## src/rtl/chunked_serial_adder_pkg.sv

```systemverilog
// Shared types and helpers for the chunked serial adder: FSM state encoding
// and the chunk-index counter width.
package adder_pkg;

  typedef enum logic [1:0] {
    IDLE = 2'd0,
    RUN  = 2'd1,
    DONE = 2'd2
  } state_t;

  // A single-chunk adder still needs a 1-bit index so the register is legal.
  function automatic int idx_width(input int n);
    return (n <= 1) ? 1 : $clog2(n);
  endfunction

endpackage

```

## src/rtl/chunked_serial_adder_if.sv

```systemverilog
// Operand/result handshake bundle between producer, adder and consumer.
interface chunked_serial_adder_if #(
  parameter int WIDTH = 16
);
  logic             in_valid;
  logic             in_ready;
  logic [WIDTH-1:0] a;
  logic [WIDTH-1:0] b;
  logic             cin;
  logic             out_valid;
  logic             out_ready;
  logic [WIDTH-1:0] sum;
  logic             cout;
  logic             ovf;

  modport master (
    output in_valid, a, b, cin, out_ready,
    input  in_ready, out_valid, sum, cout, ovf
  );

  modport slave (
    input  in_valid, a, b, cin, out_ready,
    output in_ready, out_valid, sum, cout, ovf
  );
endinterface

```

## src/rtl/chunked_serial_adder_chunk.sv

```systemverilog
// Combinational CHUNK-bit ripple adder built from single-bit full adders;
// also exposes the carry into its top bit for overflow detection.
module full_adder (
  input  logic a,
  input  logic b,
  input  logic cin,
  output logic s,
  output logic cout
);
  assign s    = a ^ b ^ cin;
  assign cout = (a & b) | (cin & (a ^ b));
endmodule

module chunk_adder #(
  parameter int CHUNK = 4
) (
  input  logic [CHUNK-1:0] a,
  input  logic [CHUNK-1:0] b,
  input  logic             cin,
  output logic [CHUNK-1:0] s,
  output logic             cout,
  output logic             c_msb
);
  logic [CHUNK:0] c;

  assign c[0] = cin;

  for (genvar i = 0; i < CHUNK; i++) begin : g_bit
    full_adder u_fa (
      .a    (a[i]),
      .b    (b[i]),
      .cin  (c[i]),
      .s    (s[i]),
      .cout (c[i+1])
    );
  end

  assign cout  = c[CHUNK];
  assign c_msb = c[CHUNK-1];
endmodule

```

## src/rtl/chunked_serial_adder.sv

```systemverilog
// Multi-cycle adder: WIDTH-bit a + b + cin processed CHUNK bits per clock,
// with the inter-chunk carry registered, behind valid/ready handshakes.
module chunked_serial_adder
  import adder_pkg::*;
#(
  parameter int WIDTH = 16,
  parameter int CHUNK = 4
) (
  input  logic                   clk,
  input  logic                   rst_n,
  chunked_serial_adder_if.slave  bus
);

  localparam int SAFE_CHUNK = (CHUNK < 1) ? 1 : CHUNK;
  localparam int N          = WIDTH / SAFE_CHUNK;
  localparam int IW         = idx_width(N);

  if (CHUNK < 1 || (WIDTH % SAFE_CHUNK) != 0) begin : g_bad_params
    $error("chunked_serial_adder: WIDTH must be a positive multiple of CHUNK");
  end

  state_t            state, next_state;
  logic [IW-1:0]     idx;
  logic              carry;
  logic [WIDTH-1:0]  a_reg, b_reg, sum_reg;
  logic              cout_reg, ovf_reg;
  logic [CHUNK-1:0]  a_slice, b_slice, s_slice;
  logic              chunk_cout, chunk_c_msb;
  logic              last_chunk;

  assign a_slice    = a_reg[idx*CHUNK +: CHUNK];
  assign b_slice    = b_reg[idx*CHUNK +: CHUNK];
  assign last_chunk = (idx == IW'(N - 1));

  chunk_adder #(.CHUNK(CHUNK)) u_chunk (
    .a     (a_slice),
    .b     (b_slice),
    .cin   (carry),
    .s     (s_slice),
    .cout  (chunk_cout),
    .c_msb (chunk_c_msb)
  );

  always_ff @(posedge clk) begin
    if (!rst_n) state <= IDLE;
    else        state <= next_state;
  end

  always_comb begin
    next_state    = state;
    bus.in_ready  = 1'b0;
    bus.out_valid = 1'b0;
    case (state)
      IDLE: begin
        bus.in_ready = 1'b1;
        if (bus.in_valid) next_state = RUN;
      end
      RUN: begin
        if (last_chunk) next_state = DONE;
      end
      DONE: begin
        bus.out_valid = 1'b1;
        if (bus.out_ready) next_state = IDLE;
      end
      default: next_state = IDLE;
    endcase
  end

  // Result registers are only written while running, so they hold through
  // DONE and the following IDLE until the next operation replaces them.
  always_ff @(posedge clk) begin
    if (!rst_n) begin
      idx      <= '0;
      carry    <= 1'b0;
      a_reg    <= '0;
      b_reg    <= '0;
      sum_reg  <= '0;
      cout_reg <= 1'b0;
      ovf_reg  <= 1'b0;
    end else begin
      case (state)
        IDLE: begin
          if (bus.in_valid) begin
            a_reg <= bus.a;
            b_reg <= bus.b;
            carry <= bus.cin;
            idx   <= '0;
          end
        end
        RUN: begin
          sum_reg[idx*CHUNK +: CHUNK] <= s_slice;
          carry <= chunk_cout;
          if (last_chunk) begin
            cout_reg <= chunk_cout;
            ovf_reg  <= chunk_c_msb ^ chunk_cout;
          end else if (N > 1) begin
            idx <= idx + IW'(1);
          end
        end
        default: ;
      endcase
    end
  end

  assign bus.sum  = sum_reg;
  assign bus.cout = cout_reg;
  assign bus.ovf  = ovf_reg;

endmodule

```

## src/flat_wrapper.sv

```systemverilog
// flat-port wrapper written by rule: the top's interface ports become plain ports
module chunked_serial_adder_flat import adder_pkg::*;
#(
  parameter int WIDTH = 16,
  parameter int CHUNK = 4
)
  (clk, rst_n, bus_in_valid, bus_a, bus_b, bus_cin, bus_out_ready, bus_in_ready, bus_out_valid, bus_sum, bus_cout, bus_ovf);
  chunked_serial_adder_if #(.WIDTH(WIDTH)) bus_i ();
  input  logic clk;
  input  logic rst_n;
  input wire logic [$bits(bus_i.in_valid)-1:0] bus_in_valid;
  input wire logic [$bits(bus_i.a)-1:0] bus_a;
  input wire logic [$bits(bus_i.b)-1:0] bus_b;
  input wire logic [$bits(bus_i.cin)-1:0] bus_cin;
  input wire logic [$bits(bus_i.out_ready)-1:0] bus_out_ready;
  output wire logic [$bits(bus_i.in_ready)-1:0] bus_in_ready;
  output wire logic [$bits(bus_i.out_valid)-1:0] bus_out_valid;
  output wire logic [$bits(bus_i.sum)-1:0] bus_sum;
  output wire logic [$bits(bus_i.cout)-1:0] bus_cout;
  output wire logic [$bits(bus_i.ovf)-1:0] bus_ovf;
  assign bus_i.in_valid = bus_in_valid;
  assign bus_i.a = bus_a;
  assign bus_i.b = bus_b;
  assign bus_i.cin = bus_cin;
  assign bus_i.out_ready = bus_out_ready;
  assign bus_in_ready = bus_i.in_ready;
  assign bus_out_valid = bus_i.out_valid;
  assign bus_sum = bus_i.sum;
  assign bus_cout = bus_i.cout;
  assign bus_ovf = bus_i.ovf;
  chunked_serial_adder #(.WIDTH(WIDTH), .CHUNK(CHUNK)) u_core (.clk(clk), .rst_n(rst_n), .bus(bus_i));
endmodule
```

## config.mk

```make
export PLATFORM = sky130hd
export DESIGN_NAME = chunked_serial_adder_flat
export DESIGN_NICKNAME = d
export VERILOG_FILES = /design/src/rtl/chunked_serial_adder_pkg.sv /design/src/rtl/chunked_serial_adder_if.sv /design/src/rtl/chunked_serial_adder_chunk.sv /design/src/rtl/chunked_serial_adder.sv /design/src/flat_wrapper.sv
export SDC_FILE = /design/constraint.sdc
export NUM_CORES = 1
export LEC_CHECK = 0
export ABC_CLOCK_PERIOD_IN_PS = 2700
export CAP_MARGIN = 20
export CORE_MARGIN = 10
export CORE_UTILIZATION = 45
export DETAILED_ROUTE_END_ITERATION = 8
export HOLD_SLACK_MARGIN = 0.15
export PLACE_DENSITY = 0.72
export SKIP_LAST_GASP = 1
export SYNTH_ARGS = -nofsm -noshare
export SYNTH_HDL_FRONTEND = slang
export SYNTH_SLANG_ARGS = --single-unit
export TNS_END_PERCENT = 30
```

## constraint.sdc

```tcl
create_clock -name clk -period 2.7 [get_ports clk]
set_input_delay 0.405 -clock clk [delete_from_list [all_inputs] [get_ports clk]]
set_output_delay 0.405 -clock clk [all_outputs]
set_load 0.01 [all_outputs]
```

==> results of run 1 <==
layer usage:
layer	vias to the layer above	wire (um)	GRT usage [%]
li1	1029	-	-
met1	913	2400	14.6
met2	46	2620	20.8
met3	7	318	4.12
met4	0	70	3.37
met5	-	0	0
tightest hold or removal path: stages (launching register included):
cell,delay (ps)
dfxtp_1,320
nand2_1,50
a21boi_1,50
power groups by stage:
stage | logic (mW) | clock network, mW | registers (mW)
2_1_floorplan | 0.158 | 0 | 0.879
3_3_place_gp | 0.251 | 0 | 0.886
3_5_place_dp | 0.253 | 0 | 0.887
4_1_cts | 0.254 | 0.575 | 0.868
5_1_grt | 0.288 | 0.595 | 0.871
6_report | 0.256 | 0.563 | 0.867
cells in the final DEF (no fill, tap or decap), drive strengths merged, types with 2 or more instances in the layout:
cell / n
nor2: 2
nand2b: 2
buf: 11
o22ai: 4
clkdlybuf4s50: 56
clkbuf: 6
a32oi: 4
nor3b: 2
inv: 11
fa: 4
ha: 6
o32ai: 9
mux4: 8
dfxtp: 55
o21ai: 3
nor2b: 8
and2: 3
nand2: 86
mux2i: 2
a21boi: 32
cell type report:
| class | count | share of cell area, % |
|---|---|---|
| timing repair buffer | 67 | 19.4 |
| clock buffer | 6 | 2.49 |
| clock inverter | 2 | 1.06 |
| sequential | 55 | 33.3 |
| inverter | 11 | 1.25 |
| tap | 72 | 2.72 |
| multi-input combinational | 186 | 39.7 |
how the worst max path moves through the flow:
stage / endpoint / start / cells after the start / slack (ps)
floorplan: u_core.bus.sum[7]$_SDFFE_PN0P_ / u_core.idx[0]$_SDFFE_PN0P_ / 10 / 10
global route: u_core.bus.sum[15]$_SDFFE_PN0P_ / u_core.idx[0]$_SDFFE_PN0P_ / 9 / -50
finish: u_core.bus.sum[15]$_SDFFE_PN0P_ / u_core.idx[0]$_SDFFE_PN0P_ / 9 / 60
detailed placement: u_core.bus.sum[7]$_SDFFE_PN0P_ / u_core.idx[0]$_SDFFE_PN0P_ / 9 / 20
CTS: u_core.bus.sum[15]$_SDFFE_PN0P_ / u_core.idx[0]$_SDFFE_PN0P_ / 9 / 30
global placement: u_core.bus.sum[7]$_SDFFE_PN0P_ / u_core.idx[0]$_SDFFE_PN0P_ / 9 / 50
per-stage QoR:
step / instance area [um^2] / instances / setup TNS [ps] / power, mW
2_1_floorplan: 2540 / 270 / 0 / 1.04
3_5_place_dp: 3170 / 390 / 0 / 1.14
3_3_place_gp: 3170 / 390 / 0 / 1.14
5_1_grt: 3310 / 399 / -91.8 / 1.76
4_1_cts: 3280 / 398 / 0 / 1.70
6_report: 3310 / 399 / 0 / 1.69
cell families after synthesis:
| logic type | count (synthesis) | synth area share [%] |
|---|---|---|
| flip-flops | 55 | 43.7 |
| adder cells (fa/ha/maj) | 10 | 6.16 |
| XOR/XNOR | 1 | 0.348 |
| buffers and inverters | 29 | 5.31 |
| AND/OR/NAND/NOR | 110 | 19.6 |
| AO/OA/AOI/OAI | 55 | 16.9 |
| multiplexers | 10 | 7.94 |
repair_timing:
action,CTS,global route
endpoints found under the hold margin,0,0
cloned,0,0
gates resized for setup,0,5
hold buffers,0,0
setup endpoints to repair,1,6
buffers inserted,0,1
pin swaps,1,0
==> results.md, run 1 <==
* Clock Skews at ~4.6 ps
* Die Wd at ~95 um
* CP Launch Type: flop
* Post-Syn Instances at between 200 and 300
* Nets at approximately 370
* Min-delay src: u_core.b_reg[4]$_SDFFE_PN0P_
* Sw Pwr at 0.405 mW
* Unrepaired setup endpoints after global routing: true
* Syn nets at about 320
* CTS Buf Count at 5
* Rows at 27
* Storage element area at 1100 um^2
* Min-Delay Path Class: flop to flop
* DIE HEIGHT at roughly 95 um
* Synth area leader: dfxtp_1
* Pre-CTS setup slack at approximately 21 ps
* Hpwl dp at 4210 um
* CTS tree: built
* Worst path most repeated cell: fa_2
* Post-synthesis area per instance at a little over 9 um^2
* Max-Cap Viols at 0
* Hold depth at 2
* Yosys warnings at 0
* Yosys reg bits at 55
* Worst r2r src: u_core.idx[0]$_SDFFE_PN0P_
* Synthesized area at 2520 um^2
* Post-synth EDFFs at 0
* Final Max Slew Viols at 0
* Clk_lat worst skew at ~310 ps
* Critical path type: flop to flop
* Pre-antenna DRT Iters at 4
* Top delay family on crit path: adder cells
* Clk sinks at 55
* Count leader, synth: nand2_1
* Share of the synthesized area in the top cell type at around 44%
* Synth unique cells at 34
* Highest clock rate at about 380 MHz
* Commonest cells post-synth: 86 x nand2_1, 55 x dfxtp_1, 27 x a21boi_0, 11 x inv_1, 9 x o32ai_1
* Sw Ratio at between 20% and 30%
* VDD IR-drop max at approximately 0.00032 V
* Fin util at around three fifths
* Antenna cells at 0
* Largest net degree at the start of global routing at 33
* Multi-input logic area at between 1000 and 1500 um^2
* Arr. time, crit path at between 2000 and 3000 ps
* Max_slew headroom at between 50 and 60%
* GP Congestion at 0.864
* Crit path max-delay cell type: fa_2
* Worst Setup End Kind: flop
* Final WL at ~5400 um
* Share of layout cells above drive strength 1 at 11.3%
* # port buffers at 56
* Hold EP: u_core.b_reg[4]$_SDFFE_PN0P_
* Final period util at 97.7%
* Ports at 57
* Logic pwr share at approximately 15%
* Total GRT Usage at between 10 and 15%
* Routed Antenna Nets at 0
* Internal power at ~1.3 mW
* Fillers at 494
* Worst-margin pin slew at 710 ps
* Worst path required time at approximately 2900 ps
* Asr flop ratio synth at 0%
* Clock Power Share at between 30% and 40%
* Hold Violations, Final at 0
* Crit path max fanout at 4
* Synth top area cells: dfxtp_1 44%, nand2_1 13%, a21boi_0 8.0%
* Lkg Pwr at between 1 and 1.5 nW
* RR Endpoint: u_core.bus.sum[15]$_SDFFE_PN0P_
* Vias per cell at 5.00
* # DRC at 0
* First-pass GRT wire length at roughly 9100 um
* Power Density at ~500 nW/um^2
* Maximum buffer depth of the clock tree at 2
* Worst-path cell chain: mux4_2 > inv_1 > fa_2 > fa_1 > inv_1 > fa_2 > fa_2 > nand2_2 > o32ai_2
* Wire per inst at around 14 um
* Most used DFF post-synth: dfxtp_1
* DIE AREA at 8990 um^2
* Status: complete, no violations
* CP bufs+invs at 2
* R2R Setup Slk at a little over 60 ps
* Sequential power share at approximately half
* Reg clk slew, reported paths at around 90 ps
* Final Critical Period at between 2000 and 3000 ps
* Starting Density at 46.0%
* Largest stage delay, worst path at between 500 and 600 ps
* H-tree levels at 2
* Final setup viols at 0
* Vias in the first global route at about 2.0k
* Gr ovfl total at 0
* Area Overhead vs Synth at 31.5%
* CTS Root Cell: clkbuf_8
* Core area at 5470 um^2
* Sequential fraction of the synthesis area at a little over two fifths
* Cells on worst reg2reg path at 9
* Initial antenna violation count at 0
* Final setup margin at 61.2 ps
* DRT iter0 DRCs at 52
* Hold WS at roughly 460 ps
* Routed vias at ~2k
Note: power is estimated with default switching activity, not from simulation.
==> run 2, diff against run 1 <==
--- a/config.mk
+++ b/config.mk
@@ -9,6 +9,7 @@
 export CAP_MARGIN = 20
 export CORE_MARGIN = 10
 export CORE_UTILIZATION = 45
+export CTS_CLUSTER_DIAMETER = 200
 export DETAILED_ROUTE_END_ITERATION = 8
 export HOLD_SLACK_MARGIN = 0.15
 export PLACE_DENSITY = 0.72
==> results of run 2 <==
The final DEF is identical to that of run 1; final timing and power are the same.
